`src/rtl/y86_pkg.sv`:
```
// Shared encodings for the y86 ALU arbiter.
// Holds the function codes, the condition-code bit layout and the condition-code reset value.
package y86_pkg;

   typedef enum logic [1:0] {
      FN_ADD = 2'd0,
      FN_SUB = 2'd1,
      FN_AND = 2'd2,
      FN_XOR = 2'd3
   } aluFn_e;

   typedef enum logic {
      SLOT_EMPTY = 1'b0,
      SLOT_FULL  = 1'b1
   } slotState_e;

   // cc is ordered {ZF, SF, OF}
   localparam int CC_ZF = 2;
   localparam int CC_SF = 1;
   localparam int CC_OF = 0;

   localparam logic [2:0] CC_RESET = 3'b100;

   function automatic logic [2:0] packCc(input logic zf, input logic sf, input logic of);
      logic [2:0] c;
      c        = 3'b000;
      c[CC_ZF] = zf;
      c[CC_SF] = sf;
      c[CC_OF] = of;
      return c;
   endfunction

endpackage

```
`src/rtl/alu_core.sv`:
```
// Purely combinational ALU: ADD (b+a), SUB (b-a), AND, XOR, with optional ZF/SF/OF flag outputs.
// With FLAGS_EN=0 the flag outputs are tied low and no flag logic is built.
module alu_core
   import y86_pkg::*;
#(
   parameter int W        = 64,
   parameter bit FLAGS_EN = 1'b1
) (
   input  logic [W-1:0] a,
   input  logic [W-1:0] b,
   input  logic [1:0]   fn,
   output logic [W-1:0] result,
   output logic         zf,
   output logic         sf,
   output logic         of
);

   always_comb begin
      result = '0;
      case (aluFn_e'(fn))
         FN_ADD:  result = b + a;
         FN_SUB:  result = b - a;
         FN_AND:  result = a & b;
         FN_XOR:  result = a ^ b;
         default: result = '0;
      endcase
   end

   generate
      if (FLAGS_EN) begin : gFlags
         // Overflow is judged from operand and result signs only; logic ops never overflow.
         always_comb begin
            of = 1'b0;
            case (aluFn_e'(fn))
               FN_ADD:  of = (a[W-1] == b[W-1]) && (result[W-1] != a[W-1]);
               FN_SUB:  of = (a[W-1] != b[W-1]) && (result[W-1] != b[W-1]);
               default: of = 1'b0;
            endcase
         end
         assign zf = (result == '0);
         assign sf = result[W-1];
      end else begin : gNoFlags
         assign zf = 1'b0;
         assign sf = 1'b0;
         assign of = 1'b0;
      end
   endgenerate

endmodule

```
`src/rtl/alu_arb.sv`:
```
// Two-requester round-robin front end for a shared ALU with a one-entry registered result slot.
// Define ALU_ARB_CC_EN to add the {ZF,SF,OF} condition-code register and setcc handling.
module alu_arb
   import y86_pkg::*;
#(
   parameter int W = 64
) (
   input  logic         clk,
   input  logic         rst,
   input  logic         req0_valid,
   input  logic         req1_valid,
   output logic         req0_ready,
   output logic         req1_ready,
   input  logic [1:0]   req0_fn,
   input  logic [1:0]   req1_fn,
   input  logic [W-1:0] req0_a,
   input  logic [W-1:0] req0_b,
   input  logic [W-1:0] req1_a,
   input  logic [W-1:0] req1_b,
   input  logic         req0_setcc,
   input  logic         req1_setcc,
   output logic         res_valid,
   input  logic         res_ready,
   output logic         res_id,
   output logic [W-1:0] res_data,
   output logic [2:0]   cc
);

`ifdef ALU_ARB_CC_EN
   localparam bit CcEn = 1'b1;
`else
   localparam bit CcEn = 1'b0;
`endif

   slotState_e   state_q;
   logic [W-1:0] resData_q;
   logic         resId_q;
   logic         rrPtr_q;

   logic         canGrant;
   logic         gnt0;
   logic         gnt1;
   logic         accept;
   logic [W-1:0] opA;
   logic [W-1:0] opB;
   logic [1:0]   opFn;
   logic [W-1:0] aluResult;
   logic         aluZf;
   logic         aluSf;
   logic         aluOf;

   // A full slot can only take a new op when it drains in the same cycle.
   assign canGrant = !rst && ((state_q == SLOT_EMPTY) || res_ready);
   assign gnt0     = canGrant && req0_valid && (!req1_valid || !rrPtr_q);
   assign gnt1     = canGrant && req1_valid && (!req0_valid ||  rrPtr_q);
   assign accept   = gnt0 || gnt1;

   assign req0_ready = gnt0;
   assign req1_ready = gnt1;

   assign opA  = gnt1 ? req1_a  : req0_a;
   assign opB  = gnt1 ? req1_b  : req0_b;
   assign opFn = gnt1 ? req1_fn : req0_fn;

   alu_core #(
      .W        (W),
      .FLAGS_EN (CcEn)
   ) uAluCore (
      .a      (opA),
      .b      (opB),
      .fn     (opFn),
      .result (aluResult),
      .zf     (aluZf),
      .sf     (aluSf),
      .of     (aluOf)
   );

   always_ff @(posedge clk or posedge rst) begin
      if (rst) begin
         state_q   <= SLOT_EMPTY;
         resData_q <= '0;
         resId_q   <= 1'b0;
         rrPtr_q   <= 1'b0;
      end else begin
         case (state_q)
            SLOT_EMPTY: begin
               if (accept) begin
                  state_q   <= SLOT_FULL;
                  resData_q <= aluResult;
                  resId_q   <= gnt1;
                  rrPtr_q   <= gnt0;
               end
            end
            SLOT_FULL: begin
               if (accept) begin
                  resData_q <= aluResult;
                  resId_q   <= gnt1;
                  rrPtr_q   <= gnt0;
               end else if (res_ready) begin
                  state_q <= SLOT_EMPTY;
               end
            end
            default: state_q <= SLOT_EMPTY;
         endcase
      end
   end

   assign res_valid = (state_q == SLOT_FULL);
   assign res_id    = resId_q;
   assign res_data  = resData_q;

`ifdef ALU_ARB_CC_EN
   logic [2:0] cc_q;
   logic [2:0] cc_d;
   logic       gntSetcc;

   assign gntSetcc = gnt1 ? req1_setcc : req0_setcc;
   assign cc_d     = (accept && gntSetcc) ? packCc(aluZf, aluSf, aluOf) : cc_q;

   always_ff @(posedge clk or posedge rst) begin
      if (rst) begin
         cc_q <= CC_RESET;
      end else begin
         cc_q <= cc_d;
      end
   end

   assign cc = cc_q;
`else
   logic unusedCcInputs;
   assign unusedCcInputs = ^{req0_setcc, req1_setcc, aluZf, aluSf, aluOf};
   assign cc             = 3'b000;
`endif

endmodule

```
`config.mk`:
```
export PLATFORM = sky130hd
export DESIGN_NAME = alu_arb
export DESIGN_NICKNAME = d
export VERILOG_FILES = /design/src/rtl/y86_pkg.sv /design/src/rtl/alu_core.sv /design/src/rtl/alu_arb.sv
export SDC_FILE = /design/constraint.sdc
export NUM_CORES = 1
export LEC_CHECK = 0
export ABC_AREA = 1
export BUFFER_PORTS_ARGS = -buffer_cell sky130_fd_sc_hd__buf_4
export CAP_MARGIN = 0
export CORE_MARGIN = 2
export CORE_UTILIZATION = 35
export DETAILED_ROUTE_END_ITERATION = 8
export GPL_TIMING_DRIVEN = 0
export PLACE_DENSITY_LB_ADDON = 0.05
export SYNTH_ARGS = -nofsm -noshare
export SYNTH_HDL_FRONTEND = slang
export SYNTH_SLANG_ARGS = --single-unit
```
`constraint.sdc`:
```
create_clock -name clk -period 4.9 [get_ports clk]
set_clock_uncertainty 0.05 [all_clocks]
set_input_delay 0.735 -clock clk [delete_from_list [all_inputs] [get_ports clk]]
set_output_delay 0.735 -clock clk [all_outputs]
set_load 0.03 [all_outputs]
```
==> results of run 1 <==
==> kinds of logic (layout without fill, tap and decap cells) <==
logic type / Yosys count / after routing
buffers and inverters: 387 / 754
DFF: 67 / 67
AOI/OAI and AO/OA: 381 / 381
adders and majority gates: 129 / 129
xor gates and xnor gates: 68 / 68
and+or+nand+nor: 1211 / 1211
other: 1 / 3
==> registers in the layout (all words and copies together), names as in the netlist <==
name,count
rrPtr_q,1
res_valid,1
res_data,64
res_id,1
==> critical path: stages <==
cell,delay (ns)
buf_4,0.12
a21oi_4,0.27
buf_6,0.20
buf_4,0.18
nand3b_1,0.10
nand2_2,0.16
inv_1,0.11
nor3_2,0.24
nand2_1,0.13
nor3_2,0.17
nand3_1,0.20
xor2_1,0.20
nand2_1,0.07
o21ai_1,0.11
ha_2,0.41
nand2_1,0.10
nor2_1,0.17
inv_1,0.12
nor2_2,0.16
inv_1,0.10
nor2_1,0.12
inv_1,0.06
or2_2,0.30
nand3_2,0.14
a21oi_1,0.08
o21ai_1,0.13
a21oi_1,0.08
==> Yosys cell counts (all sizes together) <==
cell and n:
nand2 686, inv 313, nor2 268, a21oi 150, o21ai 130, ha 128
nand3 111, dfrtp 67, xor2 66, nand3b 56, buf 49, a221oi 43
nand4 31, clkbuf 25, or2 25, nor3 23, a41oi 17, a31oi 15
o21bai 9, nor4 6, a21boi 5, o21a 4, a21o 3, and2 3
o211ai 2, xnor2 2, a211oi 1, a22o 1, and3 1, conb 1
fa 1, nor3b 1, o221ai 1
==> power breakdown <==
| part | switching, W | internal, W | total, W |
|---|---|---|---|
| clock network | 0.000329 | 0.000407 | 0.000737 |
| logic | 0.00328 | 0.00165 | 0.00493 |
| registers | 0.000198 | 0.000804 | 0.00100 |
| total | 0.00380 | 0.00286 | 0.00667 |
==> per-layer routing <==
layer / vias up / GRT usage [%] / wire length (µm)
met5: - / 0 / 0
met4: 0 / 11.50 / 2252
met3: 106 / 9.155 / 6681
met2: 792 / 55.49 / 30950
met1: 7748 / 48.23 / 31300
li1: 8031 / - / -
==> timing repair <==
item,CTS,global route
buffers inserted,5,13
resized for setup,64,227
setup endpoints to repair,45,41
pin swaps,7,44
==> worst max-delay path by stage <==
stage / from / endpoint / slack (ns) / cells after the start
final: req0_valid / res_data[52]$_DFFE_PP0P_ / 0.10 / 27
after global placement: req0_valid / res_data[33]$_DFFE_PP0P_ / -1.28 / 23
after CTS: req1_valid / res_data[59]$_DFFE_PP0P_ / -0.07 / 25
after global routing: req1_valid / res_data[63]$_DFFE_PP0P_ / -0.1 / 27
after floorplan: res_ready / res_data[35]$_DFFE_PP0P_ / 0.73 / 27
after detailed placement: req0_valid / res_data[33]$_DFFE_PP0P_ / -1.28 / 23
==> metrics by stage <==
step	hold slack [ns]	power (W)	setup TNS, ns	utilization [%]
finish	0.2684	0.006667	0	48.13
global route	0.2869	0.007048	-0.7660	48.13
CTS	0.2776	0.006253	-0.1508	45.53
detailed placement	0.4096	0.005412	-34.50	44.06
global placement	0.4155	0.005396	-34.37	43.98
floorplan	0.5035	0.003646	0	-
==> layout make-up <==
| type | count | share of cell area (%) |
|---|---|---|
| clock buffers | 11 | 1.378 |
| clock inverters | 5 | 0.2982 |
| multi-input cells | 1792 | 61.17 |
| well taps | 468 | 3.323 |
| inverters | 313 | 6.732 |
| plain buffers | 74 | 2.514 |
| flip-flops and latches | 67 | 9.515 |
| repair buffers | 351 | 15.07 |
==> results.md, run 1 <==
- CTS Buf Count: 9
- Inst Count DP: 3047
- Via count: 16680
- CTS sink cnt: 67
- Initial antenna violation count: 0
- Synth area leader: nand2_1
- Fin. max-slew vios: 0
- H-tree depth: 3
- Maximum root-to-sink buffer count: 2
- Vias/cell: 5.413
- Most common cell after layout, fill and taps aside: nand2_1
- Placed inst area: approximately 0.016 mm²
- Mux cell area share after synthesis: 0%
- Reg-to-Reg Start: rrPtr_q$_DFFE_PP0P_
- Detailed-route wire length per cell: 23.10 µm
- DRT Pass-1 Iters: 6
- Commonest non-fill, non-tap cells in the layout: 646 x nand2_1, 366 x buf_4, 295 x inv_1
- Clk pin slew, worst setup/hold paths: around 0.07 ns
- MaxCap Viol Count: 0
- Crit end category: flop
- Starting Density: 35.55%
- Worst Tran Pin Value: around 1.2 ns
- # setup viols final: 0
- Adder-cell share of the synthesized area: 12.46%
- Dpl ws: -1.282 ns
- Register area share after synthesis: roughly 13%
- Crit path required time: between 5 and 6 ns
- Relative slew slack: 19.45%
- P_leak: 8.814 nW
- Post-Synthesis Cells: ~2200
- Largest family of logic cells by synthesized area: simple AND/OR/NAND/NOR gates
- Post-synthesis register bit count: 67
- CP Launch Type: input port
- WL final: 71190 µm
- Largest net degree at the start of global routing: 56
- CTS tree: done
- GRT Resource Usage Total: 35.73%
- Multi-input logic area: 0.01078 mm²
- Fmax: 208.5 MHz
- Vias in the first global route: 15860
- R2R Setup Slk: 0.15 ns
- FF/Latch Area: 0.001677 mm²
- Post-synth top area share: between 10% and 20%
- Fill count: 3980
- Hpwl dp: 60400 µm
- Number of port buffers: 332
- Final instance area: 0.01762 mm²
- Root Buffer: clkbuf_16
- Worst reg2reg path depth: 27
- Die boundary width: 196.8 µm
- Setup WS post-layout: 0.1040 ns
- Row Count: 70
- Die area: 0.03875 mm²
- Nets: 3004
- # IOs: about 340
- Clock insertion delay at the later pin of the skew report: 0.37 ns
- Power Density: 378.4 mW/mm²
- Area delta synth->final: 35.37%
- Synth area leaders: nand2_1 20%, dfrtp_1 13%, ha_1 12%
- Critical path class: in -> reg
- Peak VDD IR: 139.2 µV
- Max Fanout on Critical Path: 10
- Post-layout min period: 4.796 ns
- Hold_buf cts: 0
- Synth cell types: 50
- Final GP Congestion: 1.041
- Period Utilization, post-route: between 90 and 100%
- Share of cells above drive strength 1: 26.33%
- Grt ovf: 0
- Post-route ant nets: 0
- Die height: approximately 200 µm
- DRC: 0
- N_diodes: 0
- Mapped cell area: 0.01302 mm²
- Post-synthesis simple-gate area fraction: 40.25%
- Finished Layout Cells: between 3000 and 4000
- RSZ-0062 raised after global routing: yes
- Status: complete, no violations
- Crit path arrival time: between 4 and 5 ns
- Post-Synth XOR/XNOR Area: roughly 4.6%
- Worst hold path type: in -> async
- Mapped Avg Cell Area: 5.800 µm²
- DRT iter0 DRCs: 1521
- Final Hold Vio Count: 0
- Crit Reg-Reg Endpoint: res_data[52]$_DFFE_PP0P_
- Core Box Area: 0.03661 mm²
- Global-route wire length before repair: 100500 µm
- Synth Area in Compound Gates: 17.62%
- Yosys warning count: 0
Note: power is estimated with default switching activity, not from simulation.
==> run 2, diff against run 1 <==
--- a/config.mk
+++ b/config.mk
@@ -13,6 +13,7 @@
 export DETAILED_ROUTE_END_ITERATION = 8
 export GPL_TIMING_DRIVEN = 0
 export PLACE_DENSITY_LB_ADDON = 0.05
+export RECOVER_POWER = 25
 export SYNTH_ARGS = -nofsm -noshare
 export SYNTH_HDL_FRONTEND = slang
 export SYNTH_SLANG_ARGS = --single-unit
==> results.md, run 2 (same netlist as run 1, synthesis figures left out) <==
- Row Count: 70 (unchanged)
- Failing checks: capacitance limit, slew limit
- Crit path arrival time: 5.04 ns (+0.05 ns)
- CTS tree: done
- Crit end category: flop
- Placed inst area: 0.01613 mm² (unchanged)
- Nets: 3004 (unchanged)
- Portion of total power attributed to the clock network: 11.0% (about the same)
- CP max stage cell: ha_4
- Die boundary width: 196.8 µm (unchanged)
- Share of cells above drive strength 1: 26.29% (-0.038 points)
- Grt ovf: 0 (unchanged)
- Final GP Congestion: 1.041 (unchanged)
- CP Launch Type: input port
- CTS Buf Count: 9 (unchanged)
- Max Fanout on Critical Path: 10 (unchanged)
- Maximum root-to-sink buffer count: 2 (unchanged)
- Fill count: 3984 (+0.10%)
- Die area: 0.03875 mm² (unchanged)
- Root Buffer: clkbuf_16
- Max reg flops: 64 (unchanged)
- Period Utilization, post-route: 97.93% (about the same)
- WL final: 71110 µm (-0.11%)
- Switch share: 57.03% (about the same)
- Vias/cell: 5.417 (about the same)
- Cell mode on critical path: nand2_1
- Global-route wire length before repair: 100500 µm (unchanged)
- Logic pwr share: 73.9% (about the same)
- Relative slew slack: -115.6% (-140 points)
- Clk pin slew, worst setup/hold paths: 0.06 ns (about the same)
- Crit path required time: 5.14 ns (+0.04 ns)
- Sw power: 0.003799 W (-0.12%)
- RSZ-0062 raised after global routing: yes
- Die height: 196.8 µm (unchanged)
- GRT Resource Usage Total: 35.73% (unchanged)
- Seq pwr share: 15.0% (about the same)
- H-tree depth: 3 (unchanged)
- Post-route ant nets: 0 (unchanged)
- Fmax: 208.4 MHz (about the same)
- Internal: 0.002863 W (about the same)
- N_diodes: 0 (unchanged)
- P_leak: 8.801 nW (-0.15%)
- Via count: 16690 (+0.084%)
- Final instance area: 0.01760 mm² (-0.11%)
- Commonest non-fill, non-tap cells in the layout: 646 x nand2_1, 366 x buf_4, 295 x inv_1
- Hold_ws: 0.4369 ns (+0.1685 ns)
- WP buf/inv: 4 (-3)
- CP top delay family: simple AND/OR/NAND/NOR gates
- # IOs: 338 (unchanged)
- Status: finished, violations left
- DRT Pass-1 Iters: 5 (-1)
- Core Box Area: 0.03661 mm² (unchanged)
- CTS sink cnt: 67 (unchanged)
- Detailed-route wire length per cell: 23.08 µm (-0.11%)
- Fin. max-slew vios: 56 (+56)
- Peak VDD IR: 139.9 µV (+0.50%)
- Number of port buffers: 332 (unchanged)
- Cell breakdown of the critical path: buf_4, a21oi_4, buf_6, nand3b_1, nand2_1, inv_2, nor2_2, nand2_1, nor2_2, nand2_2, o21ai_4, nand3_2, o21ai_1, nand2_1, ha_4, nand2_1, nor2_2, inv_1, nor3_4, nand3_2, nand3_1, nand3_1, a21oi_1
- Post-layout min period: 4.798 ns (+0.002363 ns)
- Worst Tran Pin Value: 3.234 ns (+2.025 ns)
- DRC: 0 (unchanged)
- Area delta synth->final: 35.23%
- # setup viols final: 0 (unchanged)
- Starting Density: 35.55% (unchanged)
- MaxCap Viol Count: 1 (+1)
- Worst path max stage delay: 0.37 ns (-0.04 ns)
- Clock insertion delay at the later pin of the skew report: 0.37 ns (about the same)
- Most common cell after layout, fill and taps aside: nand2_1
- Vias in the first global route: 15860 (unchanged)
- Worst hold path type: reg -> reg
- DRT iter0 DRCs: 1501 (-1.3%)
- Final Hold Vio Count: 0 (unchanged)
- Hpwl dp: 60400 µm (unchanged)
- Power Density: 378.4 mW/mm² (about the same)
- Initial antenna violation count: 0 (unchanged)
- Largest net degree at the start of global routing: 56 (unchanged)
- Critical path class: in -> reg
==> run 2: cell types whose count changed in the layout (fill, tap and decap cells not counted), sizes merged <==
| cell | previous run | this run |
|---|---|---|
| buf | 396 | 395 |
| clkinvlp | 2 | 3 |
| clkdlybuf4s25 | 0 | 1 |
| inv | 312 | 311 |
==> run 2: final timing paths <==
path / startpoint / endpoint / slack [ns] / cells after the start
max: req0_valid / res_data[56]$_DFFE_PP0P_ / 0.10 / 23
min: res_id$_DFFE_PP0P_ / res_id$_DFFE_PP0P_ / 0.44 / 2
max reg2reg: rrPtr_q$_DFFE_PP0P_ / res_data[56]$_DFFE_PP0P_ / 0.15 / 23
min reg2reg: res_id$_DFFE_PP0P_ / res_id$_DFFE_PP0P_ / 0.44 / 2
max in group asynchronous: rst / res_data[48]$_DFFE_PP0P_ / 0.63 / 3
min in group asynchronous: rst / res_valid$_DFF_PP0_ / 0.45 / 2
==> run 2: area by class of cell <==
cell class	instances	area [µm²]	area share, %
multi-input combinational	1792	10780	61.24
inverter	313	1185	6.732
clock inverter	5	52.55	0.2985
clock buffer	11	242.7	1.379
timing repair buffer	351	2638	14.98
sequential	67	1677	9.525
buffer	74	442.9	2.516
tap	468	585.6	3.327
==> run 2: what timing repair did <==
action | CTS | global route
hold buffers | 0 | 0
gates cloned | 0 | 0
pin swaps | 7 | 44
endpoints found under the setup margin | 45 | 41
setup buffers | 5 | 13
resized for setup | 64 | 227
==> run 2: per-stage QoR <==
| stage | cells | power (W) | util (%) | setup slack, ns | setup TNS [ns] |
|---|---|---|---|---|---|
| finish | 3081 | 0.006661 | 48.08 | 0.1016 | 0 |
| global route | 3081 | 0.007046 | 48.08 | -0.09664 | -0.7660 |
| CTS | 3068 | 0.006253 | 45.53 | -0.07359 | -0.1508 |
| detailed placement | 3047 | 0.005412 | 44.06 | -1.282 | -34.50 |
| global placement | 3046 | 0.005396 | 43.98 | -1.285 | -34.37 |
| floorplan | 2246 | 0.003646 | - | 0.7332 | 0 |
==> run 2: worst min-delay path: stages (launching register included) <==
cell     delay [ns]
dfrtp_1        0.35
nand2_1        0.05
nand2_1        0.05
==> run 2: power groups by stage <==
stage | sequential [W] | clock (W) | combinational [W]
6_report | 0.00100 | 0.000733 | 0.00493
5_1_grt | 0.00102 | 0.000748 | 0.00528
4_1_cts | 0.000995 | 0.000734 | 0.00452
3_5_place_dp | 0.000999 | 0 | 0.00441
3_3_place_gp | 0.000998 | 0 | 0.00440
2_1_floorplan | 0.00144 | 0 | 0.00220
==> run 2: per-layer routing <==
metal | vias up | part of all wire [%] | track usage, %
li1 | 8026 | - | -
met1 | 7759 | 44 | 48.23
met2 | 796 | 43 | 55.49
met3 | 110 | 9.2 | 9.155
met4 | 0 | 3.3 | 11.50
met5 | - | 0 | 0
==> run 3, diff against run 2 <==
--- a/config.mk
+++ b/config.mk
@@ -12,8 +12,9 @@
 export CORE_UTILIZATION = 35
 export DETAILED_ROUTE_END_ITERATION = 8
 export GPL_TIMING_DRIVEN = 0
-export PLACE_DENSITY_LB_ADDON = 0.05
+export PLACE_DENSITY = 0.63
 export RECOVER_POWER = 25
+export SLEW_MARGIN = 0
 export SYNTH_ARGS = -nofsm -noshare
 export SYNTH_HDL_FRONTEND = slang
 export SYNTH_SLANG_ARGS = --single-unit
==> results.md, run 3 (same netlist as run 1, synthesis figures left out) <==
- Period Utilization, post-route: 97.55% (-0.38 points)
- Commonest non-fill, non-tap cells in the layout: 647 x nand2_1, 366 x buf_4, 292 x inv_1
- CTS sink cnt: 67 (unchanged)
- Setup WS post-layout: 0.1201 ns (+0.01852 ns)
- Starting Density: 35.55% (unchanged)
- H-tree depth: 3 (unchanged)
- Status: finished, violations left
- DRT iter0 DRCs: 1688 (+12%)
- Number of port buffers: 332 (unchanged)
- Dpl ws: -1.053 ns (+0.2287 ns)
- Grt ovf: 0 (unchanged)
- Max reg flops: 64 (unchanged)
- Hold_ws: 0.4395 ns (+0.002627 ns)
- Crit end category: flop
- Peak VDD IR: 171.4 µV (+23%)
- # setup viols final: 0 (unchanged)
- Worst Tran Pin Value: 3.334 ns (+0.1005 ns)
- Root Buffer: clkbuf_16
- # IOs: 338 (unchanged)
- Area delta synth->final: 37.10%
- DRT Pass-1 Iters: 6 (+1)
- P_leak: 8.850 nW (+0.55%)
- Die area: 0.03875 mm² (unchanged)
- Crit path arrival time: 4.97 ns (-0.07 ns)
- Max Fanout on Critical Path: 10 (unchanged)
- Share of cells above drive strength 1: 27.39% (+1.1 points)
- Clk pin slew, worst setup/hold paths: 0.07 ns (about the same)
- WL final: 70840 µm (-0.38%)
- Core Box Area: 0.03661 mm² (unchanged)
- Failing checks: capacitance limit, slew limit
- CP Launch Type: input port
- Initial antenna violation count: 0 (unchanged)
- Fin. max-slew vios: 50 (-11%)
- Maximum root-to-sink buffer count: 2 (unchanged)
- Final Hold Vio Count: 0 (unchanged)
- Vias in the first global route: 15700 (-1.0%)
- Worst hold path type: reg -> reg
- Via count: 16780 (+0.54%)
- DRC: 0 (unchanged)
- Power Density: 379.3 mW/mm² (+0.24%)
- Row Count: 70 (unchanged)
- Hpwl dp: 60710 µm (+0.51%)
- Post-layout min period: 4.780 ns (-0.01852 ns)
- Crit path required time: 5.09 ns (-0.05 ns)
- CTS Buf Count: 9 (unchanged)
- Global-route wire length before repair: 101200 µm (+0.69%)
- CTS tree: done
- Hold_buf cts: 0 (unchanged)
- N_diodes: 0 (unchanged)
- GRT Resource Usage Total: 35.73% (about the same)
- Final GP Congestion: 1.016 (-2.4%)
- Vias/cell: 5.433 (+0.28%)
- Fill count: 3877 (-2.7%)
- Relative slew slack: -122.3% (-6.7 points)
- Clock insertion delay at the later pin of the skew report: 0.36 ns (about the same)
- Detailed-route wire length per cell: 22.93 µm (-0.64%)
- MaxCap Viol Count: 1 (unchanged)
- Die height: 196.8 µm (unchanged)
- Post-route ant nets: 0 (unchanged)
- Fmax: 209.2 MHz (+0.39%)
- Most common cell after layout, fill and taps aside: nand2_1
- R2R Setup Slk: 0.16 ns (about the same)
- Critical path class: in -> reg
- Die boundary width: 196.8 µm (unchanged)
- Nets: 3012 (+0.27%)
- Largest net degree at the start of global routing: 50 (-11%)
-- run 3: layout make-up --
class	instances	area (µm²)	share of cell area, %
plain buffers	74	450.4	2.524
flip-flops and latches	67	1677	9.395
well taps	468	585.6	3.281
clock inverters	5	60.06	0.3365
multi-input cells	1792	10930	61.27
inverters	313	1186	6.647
clock buffers	11	252.7	1.416
repair buffers	359	2700	15.13
-- run 3: metal layers --
metal / vias to the layer above / share of wire, % / global-route usage [%]
li1: 8057 / - / -
met5: - / 0 / 0
met1: 7921 / 45 / 50.72
met3: 55 / 8.2 / 6.177
met4: 0 / 1.7 / 6.823
met2: 748 / 45 / 56.93
-- run 3: path summary, 6_finish.rpt --
kind | startpoint | to | cells after the start
max in group asynchronous | rst | res_data[56]$_DFFE_PP0P_ | 3
worst min-delay path | res_id$_DFFE_PP0P_ | res_id$_DFFE_PP0P_ | 2
worst max-delay path | req1_valid | res_data[50]$_DFFE_PP0P_ | 27
worst min register to register | res_id$_DFFE_PP0P_ | res_id$_DFFE_PP0P_ | 2
min in group asynchronous | rst | res_valid$_DFF_PP0_ | 2
worst max register to register | rrPtr_q$_DFFE_PP0P_ | res_data[50]$_DFFE_PP0P_ | 26
-- run 3: what timing repair did --
item / CTS / global route
resized for setup: 83 / 243
hold endpoints to repair: 0 / 0
pin swaps: 11 / 49
setup endpoints to repair: 41 / 45
buffers inserted: 9 / 17
-- run 3: critical path: stages --
cell and delay (ns):
buf_4 0.09, inv_1 0.05, a21oi_4 0.25, buf_4 0.17
buf_6 0.14, nand3b_1 0.10, nand2_2 0.10, nand2_1 0.09
nor2_2 0.16, nand2_4 0.10, nor2_8 0.17, nand3_2 0.13
nor2_2 0.18, nand3_1 0.13, o21ai_1 0.20, xor2_1 0.26
ha_1 0.32, inv_1 0.09, o21ai_1 0.15, o21bai_1 0.24
a21oi_2 0.17, inv_1 0.06, a21oi_1 0.14, nand3_2 0.19
or2_2 0.33, nand3_1 0.12, a21oi_1 0.09
-- run 3: where the power goes --
part,switching (W),leakage [nW],total (W),internal [W]
logic,0.00332,7.94,0.00501,0.00169
registers,0.000211,0.757,0.00101,0.000804
clock network,0.000320,0.152,0.000746,0.000425
-- run 3: through the flow --
stage	std cells	area, µm²	total power [W]	TNS, ns	util [%]
global route	3089	17850	0.007144	-0.3552	48.75
global placement	3046	16100	0.005428	-30.12	43.98
detailed placement	3047	16130	0.005447	-30.44	44.06
CTS	3072	16820	0.006321	-0.01096	45.94
floorplan	2246	13020	0.003646	0	-
finish	3089	17850	0.006770	0	48.75
